**src/rtl/johnson_pkg.sv**
```systemverilog
// Shared types and constants for the Johnson counter decoder: FSM states,
// the legal 4-bit code table (entry i is the code for position i) and widths.
package johnson_pkg;

  localparam int JC_WIDTH = 4;
  localparam int JC_POSITIONS = 8;

  typedef enum logic [1:0] {
    ST_UNLOCKED = 2'd0,
    ST_ACQUIRE  = 2'd1,
    ST_LOCKED   = 2'd2
  } jd_state_e;

  // Element 0 is the rightmost entry of the concatenation.
  localparam logic [JC_POSITIONS-1:0][JC_WIDTH-1:0] JC_TABLE = {
    4'b1000, 4'b1100, 4'b1110, 4'b1111,
    4'b0111, 4'b0011, 4'b0001, 4'b0000
  };

endpackage

```
**src/rtl/johnson_code_lut.sv**
```systemverilog
// Combinational map from a received Johnson code to {legal, index}.
// Illegal codes report index 0; the caller decides what to hold.
module johnson_code_lut
  import johnson_pkg::*;
(
  input  logic [JC_WIDTH-1:0] code,
  output logic                legal,
  output logic [2:0]          index
);

  always_comb begin
    legal = 1'b0;
    index = 3'd0;
    for (int i = 0; i < JC_POSITIONS; i++) begin
      if (code == JC_TABLE[i]) begin
        legal = 1'b1;
        index = 3'(i);
      end
    end
  end

endmodule

```
**src/rtl/johnson_decoder.sv**
```systemverilog
// Johnson counter decoder with sequence tracking: decodes each sampled code,
// acquires lock after LOCK_COUNT correct steps and drops it after MISS_LIMIT misses.
module johnson_decoder
  import johnson_pkg::*;
#(
  parameter int LOCK_COUNT = 3,
  parameter int MISS_LIMIT = 2
) (
  input  logic                clk,
  input  logic                reset,
  input  logic                sample_en,
  input  logic [JC_WIDTH-1:0] q_in,
  output logic [2:0]          index,
  output logic [7:0]          onehot,
  output logic                code_ok,
  output logic                locked,
  output logic                seq_err,
  output logic [7:0]          err_count
);

  localparam int GOOD_W = (LOCK_COUNT < 2) ? 1 : $clog2(LOCK_COUNT + 1);
  localparam int MISS_W = (MISS_LIMIT < 2) ? 1 : $clog2(MISS_LIMIT + 1);

  jd_state_e         state_q, state_d;
  logic [2:0]        exp_q, exp_d;
  logic [GOOD_W-1:0] good_q, good_d, good_inc;
  logic [MISS_W-1:0] miss_q, miss_d, miss_inc;
  logic [2:0]        index_q, index_d;
  logic [7:0]        onehot_q, onehot_d;
  logic              code_ok_q, code_ok_d;
  logic              locked_q, locked_d;
  logic              seq_err_q, seq_err_d;
  logic [7:0]        err_count_q, err_count_d;

  logic       lut_legal;
  logic [2:0] lut_index;
  logic [2:0] lut_next;
  logic       hit;

  johnson_code_lut u_lut (
    .code  (q_in),
    .legal (lut_legal),
    .index (lut_index)
  );

  assign lut_next = lut_index + 3'd1;
  assign hit      = lut_legal && (lut_index == exp_q);
  assign good_inc = good_q + GOOD_W'(1);
  assign miss_inc = miss_q + MISS_W'(1);

  always_comb begin
    state_d     = state_q;
    exp_d       = exp_q;
    good_d      = good_q;
    miss_d      = miss_q;
    index_d     = index_q;
    onehot_d    = onehot_q;
    code_ok_d   = code_ok_q;
    err_count_d = err_count_q;
    seq_err_d   = 1'b0;

    if (sample_en) begin
      code_ok_d = lut_legal;
      onehot_d  = lut_legal ? (8'd1 << lut_index) : 8'd0;
      if (lut_legal) index_d = lut_index;

      unique case (state_q)
        ST_UNLOCKED: begin
          if (lut_legal) begin
            state_d = ST_ACQUIRE;
            good_d  = '0;
            exp_d   = lut_next;
          end
        end
        ST_ACQUIRE: begin
          if (hit) begin
            exp_d = lut_next;
            if (good_inc == GOOD_W'(LOCK_COUNT)) begin
              state_d = ST_LOCKED;
              good_d  = '0;
              miss_d  = '0;
            end else begin
              good_d = good_inc;
            end
          end else begin
            good_d = '0;
            if (lut_legal) exp_d = lut_next;
            else           state_d = ST_UNLOCKED;
          end
        end
        ST_LOCKED: begin
          if (hit) begin
            miss_d = '0;
            exp_d  = lut_next;
          end else begin
            seq_err_d   = 1'b1;
            err_count_d = (err_count_q == 8'hFF) ? err_count_q : err_count_q + 8'd1;
            // A legal but unexpected code re-anchors; an illegal one just advances.
            exp_d       = lut_legal ? lut_next : exp_q + 3'd1;
            if (miss_inc == MISS_W'(MISS_LIMIT)) begin
              state_d = ST_UNLOCKED;
              miss_d  = '0;
              good_d  = '0;
            end else begin
              miss_d = miss_inc;
            end
          end
        end
        default: begin
          state_d = ST_UNLOCKED;
          good_d  = '0;
          miss_d  = '0;
        end
      endcase
    end

    locked_d = (state_d == ST_LOCKED);
  end

  always_ff @(posedge clk) begin
    if (reset) begin
      state_q     <= ST_UNLOCKED;
      exp_q       <= 3'd0;
      good_q      <= '0;
      miss_q      <= '0;
      index_q     <= 3'd0;
      onehot_q    <= 8'd0;
      code_ok_q   <= 1'b0;
      locked_q    <= 1'b0;
      seq_err_q   <= 1'b0;
      err_count_q <= 8'd0;
    end else begin
      state_q     <= state_d;
      exp_q       <= exp_d;
      good_q      <= good_d;
      miss_q      <= miss_d;
      index_q     <= index_d;
      onehot_q    <= onehot_d;
      code_ok_q   <= code_ok_d;
      locked_q    <= locked_d;
      seq_err_q   <= seq_err_d;
      err_count_q <= err_count_d;
    end
  end

  assign index     = index_q;
  assign onehot    = onehot_q;
  assign code_ok   = code_ok_q;
  assign locked    = locked_q;
  assign seq_err   = seq_err_q;
  assign err_count = err_count_q;

endmodule

```
**config.mk**
```make
export PLATFORM = sky130hd
export DESIGN_NAME = johnson_decoder
export DESIGN_NICKNAME = d
export VERILOG_FILES = /design/src/rtl/johnson_pkg.sv /design/src/rtl/johnson_code_lut.sv /design/src/rtl/johnson_decoder.sv
export SDC_FILE = /design/constraint.sdc
export NUM_CORES = 1
export LEC_CHECK = 0
export CORE_MARGIN = 8
export CORE_UTILIZATION = 34
export CTS_CLUSTER_SIZE = 40
export DETAILED_ROUTE_END_ITERATION = 7
export SLEW_MARGIN = 20
export SYNTH_ARGS = -nofsm -noshare
export SYNTH_HDL_FRONTEND = slang
export SYNTH_SLANG_ARGS = --single-unit
```
**constraint.sdc**
```tcl
create_clock -name clk -period 2.73 [get_ports clk]
set_input_delay 0.273 -clock clk [delete_from_list [all_inputs] [get_ports clk]]
set_output_delay 0.273 -clock clk [all_outputs]
set_load 0.005 [all_outputs]
```
==> impl_metrics.json <==
{
  "io_pins": 29,
  "rows": 27,
  "slowest_delay_ps": 640,
  "nFillCells": 593,
  "clk_latency_ps": 280,
  "port_buffers": 28,
  "cts_htree_levels": 2,
  "synth_nets": 266,
  "cts.path.max_buffers": 2,
  "dieArea_sq_mm": 0.00846,
  "p_leak_nw": 0.900,
  "drc": 0,
  "drt_first_iter_violations": 126,
  "hpwl_mm": 3.47,
  "antennaDiodeCount": 0,
  "cp_top_family": "compound AO/OA/AOI/OAI gates",
  "fmax_mhz": 427,
  "grt_pass1_wl_mm": 7.94,
  "cp_slowest_cell": "clkdlybuf4s50_1",
  "vdd.ir_drop.worst_uv": 158,
  "maxSlewViolCount": 0,
  "worstPathArrival_ps": 2490,
  "seqPwrFrac_pct": 45.0,
  "post-route-min-period_ps": 2340,
  "power_switching_share_pct": 28.5,
  "slew-limit-headroom_pct": 54.7,
  "cts_sinks": 31,
  "hp-class": "flop to flop",
  "ys_seq_elements": 31,
  "die_w_um": 92.0,
  "root_buffer": "clkbuf_8",
  "syn-cell-area_sq_mm": 0.00196,
  "switchingPower_mw": 0.301,
  "cp_cell_sequence": "clkdlybuf4s50_1, and4b_1, o211ai_1, and4_4, nor2_2, a2111oi_1, o32ai_1",
  "nets": 296,
  "cp_max_fo": 15,
  "post_cts_buffers": 0,
  "drv_cap": 0,
  "worstMarginPinSlew_ps": 677,
  "internal_power_mw": 0.755,
  "synth_cell_type_count": 59,
  "antenna_found_initial": 0,
  "synth_seq_area_share_pct": 31.6,
  "avgViaCountPerCell": 5.17,
  "final.setup.tns_ps": 0,
  "cts_tree": "done",
  "detail_route.wl_per_cell_um": 13.4,
  "initial_core_util_pct": 35.4,
  "p_clk_share_pct": 34.9,
  "critical_path_buf_inv_count": 1,
  "setup_viol": 0,
  "ys_async_sr_fraction_pct": 0,
  "startpoint": "q_in[1]",
  "post-route-period-util_pct": 85.9,
  "drt-pass1-iter-count": 4,
  "synthCells": 247,
  "outcome": "completed",
  "antenna_left": 0,
  "cp-end-kind": "flop",
  "area_delta_synth_final_pct": 23.9,
  "cts_resized": 0,
  "synth_edf_count": 0,
  "coreArea_sq_mm": 0.00554,
  "start_kind": "input port",
  "grt_setup_unrepaired": "false",
  "hold_viol": 0,
  "overflow": 0,
  "min_from": "code_ok",
  "hold_buffers": 0,
  "worstSetupPathType": "input port to flop",
  "dieHeight_um": 92.0,
  "rr_startpoint": "state_q[0]",
  "grt_max_degree": 19,
  "avgSynthCellArea_sq_um": 7.94,
  "worstPathRequired_ps": 2880,
  "vias": 1804,
  "grt_pass1_vias": 1705,
  "hold_ws_ps": 456,
  "cts_buffers": 5,
  "ys_warn_count": 0,
  "layout-drive-gt1-share_pct": 10.1,
  "synth_flop_cell": "dfxtp_1",
  "p_per_area_mw_per_mm2": 435,
  "gp_congestion": 0.825,
  "synth_top_cell_area_share_pct": 31.6,
  "finClkSkew_ps": 5.80,
  "routed_wirelength_mm": 4.67,
  "combinationalPowerShare_pct": 20.1,
  "synth_top_cell_by_area": "dfxtp_1",
  "grt.total_usage_pct": 11.2,
  "ys_top_cells_by_area": "dfxtp_1 32%, ha_1 7.7%, a21oi_1 5.6%",
  "clk_pin_slew_ps": 60
}
## logic make-up (layout without fill, tap and decap cells)
kind of cell,after synthesis,after routing,synth area share [%]
XOR/XNOR,1,1,0.447
buffers and inverters,30,60,6.57
multiplexers,5,5,2.68
flip-flops,31,31,31.6
adder cells (fa/ha/maj),12,12,7.65
AO/OA/AOI/OAI,65,65,22.0
AND/OR/NAND/NOR,103,103,29.0
## power groups by stage
stage / Combinational [mW] / Sequential (mW) / Clock, mW
final: 0.212 / 0.475 / 0.369
after global routing: 0.237 / 0.477 / 0.397
after CTS: 0.212 / 0.475 / 0.383
after detailed placement: 0.212 / 0.485 / 0
after global placement: 0.211 / 0.485 / 0
after floorplan: 0.146 / 0.483 / 0
## cells in the final DEF, fill, tap and decap left out, types with 11 or more instances in the layout
cell type | Yosys | routed
a21oi_1 | 22 | 22
nor2_1 | 14 | 14
nand2_1 | 25 | 25
ha_1 | 12 | 12
buf_4 | 2 | 12
o21ai_0 | 11 | 11
dfxtp_1 | 31 | 31
clkdlybuf4s50_1 | 0 | 28
nand3_1 | 11 | 11
inv_1 | 12 | 12
## registers in the layout, indices dropped and copies added (netlist names)
signal     count
err_count      8
onehot         8
exp_q          3
index          3
good_q         2
miss_q         2
state_q        2
code_ok        1
locked         1
seq_err        1
## final timing paths
path | cells after the start | to | slack (ps)
worst min register to register | 2 | code_ok | 460
worst max register to register | 7 | locked | 660
worst max-delay path | 7 | good_q[1] | 390
worst min-delay path | 2 | code_ok | 460
## worst register-to-register path, cell delays in order (launching register included)
cell and delay [ps]:
dfxtp_1 420, ha_1 400, nor3_1 80, a311o_1 330, a221o_1 340, nand2_1 70
a211oi_1 60, nor4bb_1 280
## cell type report
cell class / instances / area [sq um] / area share, %
repair buffers: 40 / 370 / 15.2
multi-input cells: 186 / 1210 / 49.9
flip-flops and latches: 31 / 621 / 25.5
clock buffers: 6 / 82.6 / 3.40
inverters: 13 / 48.8 / 2.01
clock inverters: 1 / 5.00 / 0.206
well taps: 72 / 90.1 / 3.71
## routing by layer
| metal | routed length, um | GRT usage (%) |
|---|---|---|
| met1 | 2370 | 14.4 |
| met2 | 1970 | 17.2 |
| met3 | 260 | 3.34 |
| met4 | 67 | 4.03 |
| met5 | 0 | 0 |
## per-stage QoR
stage                     total power [mW]  area (sq um)  cells  utilization (%)  worst slack [ps]
after CTS                             1.07          2430    349             43.9               383
after floorplan                      0.629          1960    247                -               851
after global placement               0.696          2340    342             42.3               150
after global routing                  1.11          2430    349             43.9               190
final                                 1.06          2430    349             43.9               386
after detailed placement             0.697          2340    342             42.3              87.7
## cell usage after synthesis, drive strengths merged (2+ instances only)
cell type,number
a211oi,2
a21oi,22
a221oi,2
a2bb2oi,2
a31oi,2
and2,2
and3,3
and4b,2
buf,10
clkbuf,7
dfxtp,31
ha,12
inv,13
mux2,2
mux2i,3
nand2,25
nand2b,7
nand3,11
nand3b,3
nand4,4
nor2,15
nor2b,8
nor3,6
nor4b,2
nor4bb,3
o211ai,5
o21ai,14
o22ai,2
or3,5
or3b,2
No activity file was read; power rests on OpenSTA's default activity.
